--- src/rtl/mod_n_updown_counter.sv ---
`default_nettype none
// ============================================================================
// Module   : mod_n_updown_counter
// Brief    : Modulo-N up/down counter with load, runtime modulus, one-shot
//            halt and combinational terminal count for cascading.
// Revision : 1.0  initial release
// ============================================================================
module mod_n_updown_counter #(
    parameter int WIDTH = 4,
    parameter int N     = 10
) (
    input  logic             clk,
    input  logic             reset,
    input  logic             en,
    input  logic             up_dn,
    input  logic             oneshot,
    input  logic             load,
    input  logic [WIDTH-1:0] load_val,
    input  logic             mod_wr,
    input  logic [WIDTH-1:0] mod_in,
    output logic [WIDTH-1:0] q,
    output logic             tc,
    output logic             wrap,
    output logic             done
);

    localparam logic [0:0]       c_ST_RUN  = 1'b0;
    localparam logic [0:0]       c_ST_HALT = 1'b1;
    localparam logic [WIDTH-1:0] c_MAX_RST = WIDTH'(N - 1);

    logic [0:0]       r_state;
    logic [0:0]       w_state_next;
    logic [WIDTH-1:0] r_q;
    logic [WIDTH-1:0] w_q_next;
    logic [WIDTH-1:0] r_max;
    logic [WIDTH-1:0] w_max_next;
    logic             r_wrap;
    logic             w_wrap_next;

    // State register: count, terminal value, FSM state and wrap pulse.
    always_ff @(posedge clk) begin
        if (reset) begin
            r_state <= c_ST_RUN;
            r_q     <= '0;
            r_max   <= c_MAX_RST;
            r_wrap  <= 1'b0;
        end else begin
            r_state <= w_state_next;
            r_q     <= w_q_next;
            r_max   <= w_max_next;
            r_wrap  <= w_wrap_next;
        end
    end

    // Next-state logic. Counting compares against the current terminal value;
    // a load clamps against the terminal value that takes effect this edge.
    always_comb begin
        w_max_next   = (mod_wr && (mod_in != '0)) ? mod_in : r_max;
        w_state_next = r_state;
        w_q_next     = r_q;
        w_wrap_next  = 1'b0;

        if (load) begin
            w_q_next     = (load_val < w_max_next) ? load_val : w_max_next;
            w_state_next = c_ST_RUN;
        end else if ((r_state == c_ST_RUN) && en) begin
            if (up_dn) begin
                if (r_q >= r_max) begin
                    w_q_next    = '0;
                    w_wrap_next = 1'b1;
                end else begin
                    w_q_next = r_q + 1'b1;
                end
            end else begin
                if ((r_q == '0) || (r_q > r_max)) begin
                    w_q_next    = r_max;
                    w_wrap_next = 1'b1;
                end else begin
                    w_q_next = r_q - 1'b1;
                end
            end
            if (w_wrap_next && oneshot) begin
                w_state_next = c_ST_HALT;
            end
        end
    end

    // Output logic
    always_comb begin
        done = (r_state == c_ST_HALT);
        tc   = en && (r_state == c_ST_RUN) && !load &&
               (up_dn ? (r_q >= r_max) : (r_q == '0));
    end

    assign q    = r_q;
    assign wrap = r_wrap;

endmodule
`default_nettype wire

--- config.mk ---
export PLATFORM = sky130hd
export DESIGN_NAME = mod_n_updown_counter
export DESIGN_NICKNAME = d
export VERILOG_FILES = /design/src/rtl/mod_n_updown_counter.sv
export SDC_FILE = /design/constraint.sdc
export NUM_CORES = 1
export LEC_CHECK = 0
export CAP_MARGIN = 20
export CORE_MARGIN = 2
export CORE_UTILIZATION = 40
export DETAILED_ROUTE_END_ITERATION = 6
export HOLD_SLACK_MARGIN = 0.03
export PLACE_DENSITY = 0.77
export SLEW_MARGIN = 15
export SYNTH_ARGS = -nofsm -noshare
export SYNTH_HDL_FRONTEND = slang
export SYNTH_SLANG_ARGS = --single-unit
--- constraint.sdc ---
create_clock -name clk -period 5.4 [get_ports clk]
set_input_delay 0.81 -clock clk [delete_from_list [all_inputs] [get_ports clk]]
set_output_delay 0.81 -clock clk [all_outputs]
set_load 0.01 [all_outputs]
### Word-level counts from Yosys, hierarchy flattened

Index checks and enable logic that the tools add are counted.

| storage, ports and cells | value |
|---|---|
| register bits | 10 |
| latch bits | 0 |
| bits in writable memories | 0 |
| bits in read-only memories | 0 |
| input port bits | 15 |
| output and inout bits | 7 |
| logic and storage cells | 37 |
| memories | 0 |

| operators by class | value |
|---|---|
| add/subtract/negate cells | 2 |
| multiply operators | 0 |
| div/mod/pow operators | 0 |
| $lt $le $gt $ge | 3 |
| equal/unequal tests | 0 |
| shift-type cells | 0 |
| muxes and demuxes | 13 |
| bitwise gates (word level) | 2 |
| reduce and logical (&&, ||, !) cells | 13 |

Operator list:

| kind | number |
|---|---|
| $mux 4 | 7 |
| $mux 1 | 6 |
| $logic_and 1x1->1 | 5 |
| $add 4x1->4 const B | 1 |
| $ge 4x4->1 | 1 |
| $gt 4x4->1 | 1 |
| $logic_not 4->1 | 1 |
| $lt 4x4->1 | 1 |
| $reduce_bool 4->1 | 1 |
| $sub 4x1->4 const B | 1 |
| $reduce_or 3->1 | 1 |
| $not 1->1 | 2 |
| $reduce_and 2->1 | 1 |
| $reduce_bool 2->1 | 1 |
| $reduce_or 2->1 | 1 |
| $logic_not 1->1 | 1 |
| $logic_or 1x1->1 | 1 |

### Logic depth before layout (Yosys ltp)

Gate-level depths: netlist of run 1.

| logic depth | value |
|---|---|
| word-level depth | 8 |
| mapped depth | 9 |
| depth with buffers taken out | 8 |

### Worst setup path after synthesis of run 1

No wires, ideal clock.

| timing | value |
|---|---|
| kind | input port to flip-flop |
| start | input mod_in[0] |
| end | register r_q[2], in the netlist q[2] |
| library setup time | 0.120 ns |
| arrival time | 2.441 ns |
| required time | 5.280 ns |
| path slack | 2.839 ns |
| cell stages on the path | 8 |
| path buffers | 0 |
| cells stage by stage | o31ai_1 -> a22oi_1 -> ha_1 -> a21oi_1 -> nand2_1 -> o21a_1 -> mux2i_1 -> a211o_1 |

| between the ends | value |
|---|---|
| longest elaborated chain between the ends | 6 |

RTL lines:

| element | line | text |
|---|---|---|
| start: declaration | 20 | `input logic [WIDTH-1:0] mod_in,` |
| $reduce_bool 4->1 | 58 | `w_max_next = (mod_wr && (mod_in != '0)) ? mod_in : r_max;` |
| $logic_and 1x1->1 | 58 |  |
| $mux 4 * | 58 |  |
| $lt 4x4->1 | 64 | `w_q_next = (load_val < w_max_next) ? load_val : w_max_next;` |
| $mux 4 * | 64 |  |
| $mux 4 * | 63 | `if (load) begin` |
| end signal: assignment | 49 | `r_q <= w_q_next;` |
| end: declaration | 33 | `logic [WIDTH-1:0] r_q;` |

Every way passes the cells marked *; elsewhere a longest branch is shown, timed or not.
A chain may end at the register's enable or synchronous reset.

### Final worst setup path of run 1

| timing | value |
|---|---|
| start | register r_q[0], in the netlist q[0] |
| end | output tc |

| between the ends | value |
|---|---|
| longest elaborated chain between the ends | 3 |
| elaborated cells on any way between the ends | 4 |
| those cells by class | order compare (1); mux (1); reduce/logical (2) |

RTL lines:

| element | line | text |
|---|---|---|
| $ge 4x4->1 / $logic_not 4->1 (equally long branches) | 92 | `(up_dn ? (r_q >= r_max) : (r_q == '0));` |
| $mux 1 * | 92 |  |
| $logic_and 1x1->1 * | 91 | `tc = en && (r_state == c_ST_RUN) && !load &&` |
| end: declaration | 22 | `output logic tc,` |

Marks and branches as above.

==> results_tabular.tex, run 1 <==
\begin{tabular}{lr}
\hline
Metric & Value \\
\hline
\multicolumn{2}{l}{\textbf{Clock tree}} \\
Post-CTS Repair Setup Buffers & 0 \\
Sinks on Clock Net & 10 \\
\# resized after CTS & 0 \\
\# H-tree levels & 1 \\
Clock transition at the registers of the reported paths & 60 ps \\
Worst skew pair latency & between 200 and 300 ps \\
Max Buffers Root-to-Sink & 2 \\
CTS root buf & clkbuf\_4 \\
Number of hold buffers added after cts & 0 \\
Number of buffers created by CTS & 3 \\
CTS tree & done \\
\multicolumn{2}{l}{\textbf{Drt}} \\
Detailed router's first-iteration violation count & between 40 and 50 \\
First-pass iteration count of the detailed router & 4 \\
Residual DRC count & 0 \\
Final WL & roughly 2.3 mm \\
Remaining number of nets flagged by the antenna check after routing & 0 \\
Final routed wire length divided by cell count & between 10 and 15 um \\
Via density per instance & a little under 6 \\
Total number of vias & roughly 960 \\
\multicolumn{2}{l}{\textbf{Setup path}} \\
Worst-case register-to-register setup slack & 3310 ps \\
Delay of the slowest critical-path stage & 590 ps \\
Endpoint class of the critical path & output pin \\
Slowest CP cell & clkdlybuf4s50\_1 \\
Path type of the worst setup path & register to output pin \\
Launching element type of the critical path & register \\
Highest net fanout along the worst path & 7 \\
Critical path, cell by cell & inv\_1, ha\_1, nand4\_1, and4\_1, nor4\_1, clkdlybuf4s50\_1 \\
Worst endpoint data arrival time & $\sim$2600 ps \\
Worst path required time & between 4000 and 5000 ps \\
\multicolumn{2}{l}{\textbf{Cells and area}} \\
Layout Nets & approximately 160 \\
Ratio of cells with drive above 1 in the final layout & 6.67\% \\
Count of placed standard cells in the final layout, fillers left out & 163 \\
Layout-stage area growth over the synthesis result & 29.4\% \\
Inserted Diodes & 0 \\
Number of filler instances in the final layout & about 210 \\
\multicolumn{2}{l}{\textbf{STA}} \\
Fmax & 293 MHz \\
Setup tns final & 0 ps \\
Transition time at the pin with the least slew margin & 486 ps \\
Number of hold violations in the final report & 0 \\
Final critical-path share of the clock period & a little over three fifths \\
Headroom to the max-slew limit & about two thirds \\
Final Critical Period & roughly 3400 ps \\
Skew final & between 6 and 7 ps \\
Setup repair after global routing missed its margin & no \\
Setup violations, final & 0 \\
Count of final max-slew check failures & 0 \\
\multicolumn{2}{l}{\textbf{Die}} \\
Die height & a little over 50 um \\
Die area & approximately 2700 um2 \\
Standard cell core area & roughly 2200 um2 \\
Boundary Pins & 22 \\
Site row count & 17 \\
Die boundary width & around 52 um \\
Effective utilization at floorplan & a little over two fifths \\
\multicolumn{2}{l}{\textbf{Global route}} \\
Number of global-route vias before repair & between 800 and 900 \\
Wire length of the first global-routing pass & around 3.8 mm \\
Number of antenna violations at the first check in global routing & 0 \\
Overflow after GRT & 0 \\
Maximum number of pins on one net before global-route repair & 11 \\
Overall fraction of global-route tracks in use & a little under a fifth \\
\multicolumn{2}{l}{\textbf{Place}} \\
Count of port buffers added during placement & 21 \\
Total half-perimeter wirelength after legalization and detailed placement & about 1.8 mm \\
\# placed instances & roughly 160 \\
GPL Wtd Cong & a little under 0.9 \\
\multicolumn{2}{l}{\textbf{Pwr}} \\
Internal portion of total power & 0.000182 W \\
Leakage dissipation & just under 0.5 nW \\
Clock group share of total power & 24.2\% \\
Maximum resistive drop on vdd & 0.000133 V \\
P\_sw & roughly 0.00010 W \\
Combinational fraction of design power & between 40\% and 50\% \\
Sequential share of power & between 30\% and 40\% \\
Power density over cell area & about 240 nW/um2 \\
Switching share of total power & between 30\% and 40\% \\
\multicolumn{2}{l}{\textbf{Yosys}} \\
Unique masters post-synth & 42 \\
Proportion of register bits with asynchronous set or reset after synthesis & 0\% \\
Post-synth net total & between 100 and 150 \\
FF+latch count, synth & 10 \\
Sequential cell area fraction in the yosys report & roughly 22\% \\
Largest cells by area after synthesis & dfxtp\_1 (22\%), ha\_1 (14\%), o31ai\_1 (5.0\%) \\
Cell type with the largest total area after synthesis & dfxtp\_1 \\
Summed instance area of the synthesized netlist & $\sim$910 um2 \\
Yosys synthesis warning count & 0 \\
Number of instances in the synthesized netlist & roughly 110 \\
Top cell types by occurrence after synthesis & dfxtp\_1 (10), ha\_1 (10), inv\_1 (10), nand2\_1 (10), nor2\_1 (9) \\
Synth top area share & roughly 22\% \\
Post-synthesis average cell area & between 8 and 9 um2 \\
Post-synth EDFFs & 0 \\
Most instantiated flip-flop cell in the synthesis netlist & dfxtp\_1 \\
\multicolumn{2}{l}{\textbf{Run}} \\
Number of maximum-capacitance violations & 0 \\
\multicolumn{2}{l}{\textbf{Run status}} \\
Run status & completed \\
\multicolumn{2}{l}{\textbf{Worst hold path}} \\
Worst hold-check path type & register to register \\
\hline
\end{tabular}
==> worst max-delay path: cells and delay by family (launching register included) <==
family        cells  cell delay, ps
simple gates      3             790
flops             1             460
buf+inv           2             770
fa+ha+maj         1             310
==> path summary, 6_finish.rpt <==
| path | startpoint | endpoint | depth (start not counted) |
|---|---|---|---|
| max | q[0] | tc | 6 |
| min | done | done | 2 |
| max reg2reg | q[0] | q[2] | 6 |
| min reg2reg | done | done | 2 |
==> registers in the layout (all words and copies together) (netlist names) <==
register / flops
wrap: 1
r_max: 4
q: 4
done: 1
==> logic make-up (layout without fill, tap and decap cells) <==
kind of cell | after synthesis | count (layout) | share of synthesized area (%)
AO/OA/AOI/OAI | 38 | 38 | 31.3
AND/OR/NAND/NOR | 37 | 37 | 21.8
buffers and inverters | 13 | 35 | 5.79
adder cells (fa/ha/maj) | 10 | 10 | 13.8
flip-flops | 10 | 10 | 22.1
multiplexers | 3 | 3 | 3.31
XOR/XNOR | 2 | 2 | 1.93
==> final cells by class <==
class / count / area (um2) / share of cell area (%)
clock buffers: 4 / 36.3 / 3.09
repair buffers: 21 / 210 / 17.9
flip-flops and latches: 10 / 200 / 17.1
well taps: 28 / 35.0 / 2.99
multi-input cells: 90 / 654 / 55.8
inverters: 10 / 37.5 / 3.20
==> cell usage in the layout, fill, tap and decap left out, types with 2 or more instances in the layout <==
| cell type | instances |
|---|---|
| inv_1 | 10 |
| nand3_1 | 4 |
| nor4_1 | 2 |
| dfxtp_1 | 10 |
| ha_1 | 10 |
| nor2_1 | 9 |
| nor2b_1 | 2 |
| nand2b_1 | 2 |
| o211ai_1 | 2 |
| o31ai_1 | 6 |
| a21o_1 | 4 |
| a22oi_1 | 4 |
| mux2i_1 | 3 |
| nand2_1 | 10 |
| o21ai_0 | 3 |
| clkdlybuf4s50_1 | 21 |
| a21oi_1 | 5 |
| clkbuf_4 | 3 |
==> power groups by stage <==
stage	sequential [W]	clock [W]	combinational [W]
floorplan	0.0000927	0	0.0000792
finish	0.0000925	0.0000686	0.000123
detailed placement	0.0000940	0	0.000120
global route	0.0000936	0.0000734	0.000134
CTS	0.0000922	0.0000693	0.000121
global placement	0.0000937	0	0.000117
==> per-layer routing <==
layer	up-vias	wire, um	global-route usage, %	share of wire, %
li1	471	-	-	-
met1	444	1020	25.6	45
met2	35	1090	29.5	48
met3	6	125	3.45	5.5
met4	0	31	5.26	1.4
met5	-	0	0	0
==> metrics by stage <==
| stage | worst slack [ps] | hold WS (ps) | area, um2 | util, % | power [W] |
|---|---|---|---|---|---|
| global placement | 2160 | 457 | 1140 | 52.4 | 0.000211 |
| floorplan | 2840 | 485 | 907 | - | 0.000172 |
| CTS | 2050 | 471 | 1170 | 54.1 | 0.000283 |
| detailed placement | 2130 | 463 | 1140 | 52.4 | 0.000214 |
| finish | 1990 | 470 | 1170 | 54.1 | 0.000284 |
| global route | 1880 | 520 | 1170 | 54.1 | 0.000301 |
Note: power is estimated with default switching activity, not from simulation.
==> run 2: changes to the inputs <==
Settings changed: PLACE_DENSITY 0.77 to 0.79.
Clock period 5.4 ns to 2.74 ns, I/O delays scaled along.
==> run 2 against run 1 <==
Combinational power rose by 140%. Worst hold slack improved by 19 ps. Clock power rose by 50%. Final area rose by 9.0%. Clock-buffer cell count fell by 1. Critical path type unchanged. Critical endpoint unchanged. Highest routed layer unchanged.
==> results_tabular.tex, run 2 (same netlist as run 1, synthesis figures left out) <==
\begin{tabular}{lr}
\hline
Metric & Value \\
\hline
\multicolumn{2}{l}{\textbf{Cells and area}} \\
Commonest cells after routing, fill and taps aside & clkdlybuf4s50\_1 (20), buf\_4 (16) (was clkdlybuf4s50\_1 (21), inv\_1 (10), nand2\_1 (10), ha\_1 (10), dfxtp\_1 (10)) \\
Most common cell after layout, fill and taps aside & clkdlybuf4s50\_1 (unchanged) \\
Layout Nets & 177 (was 161) \\
Share of the core filled with cells in the final layout & 58.9\% (was 54.1\%) \\
Layout-stage area growth over the synthesis result & 41.0\% (was 29.4\%) \\
Ratio of cells with drive above 1 in the final layout & 16.0\% (was 6.67\%) \\
Inserted Diodes & 0 (unchanged) \\
\multicolumn{2}{l}{\textbf{Pwr}} \\
Maximum resistive drop on vdd & 0.000292 V (was 0.000133 V) \\
Leakage dissipation & 0.560 nW (was 0.486 nW) \\
Sequential share of power & 29.9\% (was 32.6\%) \\
Combinational fraction of design power & 51.8\% (was 43.2\%) \\
Total design power & 0.000564 W (was 0.000284 W) \\
Internal portion of total power & 0.000356 W (was 0.000182 W) \\
Clock group share of total power & 18.3\% (was 24.2\%) \\
P\_sw & 0.000208 W (was 0.000102 W) \\
Power density over cell area & 441 nW/um2 (was 242 nW/um2) \\
Switching share of total power & 36.9\% (was 35.9\%) \\
\multicolumn{2}{l}{\textbf{Setup path}} \\
Count of buffer and inverter cells on the critical path & 2 (unchanged) \\
Path type of the worst setup path & register to output pin (unchanged) \\
Worst path required time & 2330 ps (was 4590 ps) \\
Slowest CP cell & dfxtp\_1 (was clkdlybuf4s50\_1) \\
Critical path, cell by cell & inv\_1, ha\_1, nor2b\_1, o211ai\_2, and4\_1, nor4\_1, dlygate4sd2\_1 (was inv\_1, ha\_1, nand4\_1, and4\_1, nor4\_1, clkdlybuf4s50\_1) \\
Delay of the slowest critical-path stage & 380 ps (was 590 ps) \\
Highest net fanout along the worst path & 5 (was 7) \\
Launching element type of the critical path & register (unchanged) \\
Family of cells with the greatest summed delay on the critical path & simple AND/OR/NAND/NOR gates (unchanged) \\
Endpoint class of the critical path & output pin (unchanged) \\
Worst endpoint data arrival time & 2130 ps (was 2600 ps) \\
\multicolumn{2}{l}{\textbf{STA}} \\
Setup repair after global routing missed its margin & no (unchanged) \\
Final Critical Period & roughly 2500 ps \\
Fmax & around 400 MHz \\
Setup tns final & 0 ps (unchanged) \\
Final critical-path share of the clock period & approximately 93\% \\
Transition time at the pin with the least slew margin & 440 ps (was 486 ps) \\
Worst setup margin & 195 ps (was 1990 ps) \\
Skew final & 2.59 ps (was 6.61 ps) \\
Number of hold violations in the final report & 0 (unchanged) \\
Count of final max-slew check failures & 0 (unchanged) \\
Setup violations, final & 0 (unchanged) \\
Headroom to the max-slew limit & 70.4\% (was 67.3\%) \\
\multicolumn{2}{l}{\textbf{Run status}} \\
Run status & completed (unchanged) \\
\multicolumn{2}{l}{\textbf{Worst hold path}} \\
Worst hold-check path type & register to register (unchanged) \\
\multicolumn{2}{l}{\textbf{Clock tree}} \\
Sinks on Clock Net & 10 (unchanged) \\
Clock transition at the registers of the reported paths & 70 ps (was 60 ps) \\
CTS tree & done (unchanged) \\
Number of hold buffers added after cts & 0 (unchanged) \\
CTS root buf & clkbuf\_4 (unchanged) \\
Max Buffers Root-to-Sink & 2 (unchanged) \\
\# H-tree levels & 1 (unchanged) \\
Number of buffers created by CTS & 3 (unchanged) \\
Post-CTS Repair Setup Buffers & 0 (unchanged) \\
Worst skew pair latency & 270 ps (about the same) \\
\multicolumn{2}{l}{\textbf{Die}} \\
Standard cell core area & 2170 um2 (unchanged) \\
Site row count & 17 (unchanged) \\
Die height & 51.6 um (unchanged) \\
Die boundary width & 51.6 um (unchanged) \\
Die area & 2660 um2 (unchanged) \\
Effective utilization at floorplan & 41.8\% (unchanged) \\
Boundary Pins & 22 (unchanged) \\
\multicolumn{2}{l}{\textbf{Drt}} \\
Residual DRC count & 0 (unchanged) \\
Detailed router's first-iteration violation count & 21 (was 47) \\
Via density per instance & 5.65 (was 5.87) \\
Remaining number of nets flagged by the antenna check after routing & 0 (unchanged) \\
Final routed wire length divided by cell count & 14.0 um (was 13.9 um) \\
Final WL & 2.49 mm (was 2.26 mm) \\
Total number of vias & 1006 (was 956) \\
First-pass iteration count of the detailed router & 4 (unchanged) \\
\multicolumn{2}{l}{\textbf{Place}} \\
Total half-perimeter wirelength after legalization and detailed placement & 2.11 mm (was 1.81 mm) \\
Pre-CTS setup slack & -17.9 ps (was 2130 ps) \\
GPL Wtd Cong & 0.955 (was 0.884) \\
Count of port buffers added during placement & 21 (unchanged) \\
\multicolumn{2}{l}{\textbf{Global route}} \\
Number of antenna violations at the first check in global routing & 0 (unchanged) \\
Overflow after GRT & 0 (unchanged) \\
Maximum number of pins on one net before global-route repair & 10 (was 11) \\
Number of global-route vias before repair & 922 (was 844) \\
Overall fraction of global-route tracks in use & 21.0\% (was 18.6\%) \\
Wire length of the first global-routing pass & 4.24 mm (was 3.79 mm) \\
\multicolumn{2}{l}{\textbf{Run}} \\
Number of maximum-capacitance violations & 0 (unchanged) \\
\hline
\end{tabular}
[run 2: per-stage QoR]
step / std cells / hold WS [ps] / cell area (um2)
6_report: 178 / 488 / 1280
5_1_grt: 178 / 508 / 1280
4_1_cts: 178 / 489 / 1280
3_5_place_dp: 175 / 470 / 1260
3_3_place_gp: 175 / 460 / 1260
2_1_floorplan: 113 / 483 / 907
[run 2: worst reg2reg max path: cells and delay by family, from the launching register on]
family | cells | cell delay, ps
AO/OA/AOI/OAI | 3 | 630
adder cells (fa/ha/maj) | 1 | 290
buffers and inverters | 1 | 60
flip-flops | 1 | 380
AND/OR/NAND/NOR | 2 | 560
[run 2: worst paths after layout]
path	startpoint	end	slack (ps)	depth (start not counted)
setup reg to reg	r_max[1]	q[3]	760	7
setup / recovery	r_max[1]	tc	190	7
hold reg to reg	done	done	490	2
hold / removal	done	done	490	2
[run 2: power groups by stage]
stage / clock [W] / sequential [W] / combinational [W]
2_1_floorplan: 0 / 0.000183 / 0.000156
3_3_place_gp: 0 / 0.000171 / 0.000282
3_5_place_dp: 0 / 0.000171 / 0.000289
4_1_cts: 0.000106 / 0.000168 / 0.000290
5_1_grt: 0.000114 / 0.000170 / 0.000318
6_report: 0.000103 / 0.000168 / 0.000292
[run 2: layout make-up]
type | count | area [um2]
fill | 213 | 891
multi-input combinational | 90 | 654
timing repair buffer | 37 | 329
sequential | 10 | 200
inverter | 10 | 37.5
tap | 28 | 35.0
clock buffer | 3 | 22.5
[run 2: routing by layer]
layer	track usage, %	part of all wire, %
met2	34.0	49
met5	0	0
met4	9.21	1.9
met1	27.3	45
met3	3.74	3.8
[run 2: what timing repair did]
item	CTS	global route
resized for setup	1	0
setup endpoints to repair	1	0
hold endpoints to repair	0	0
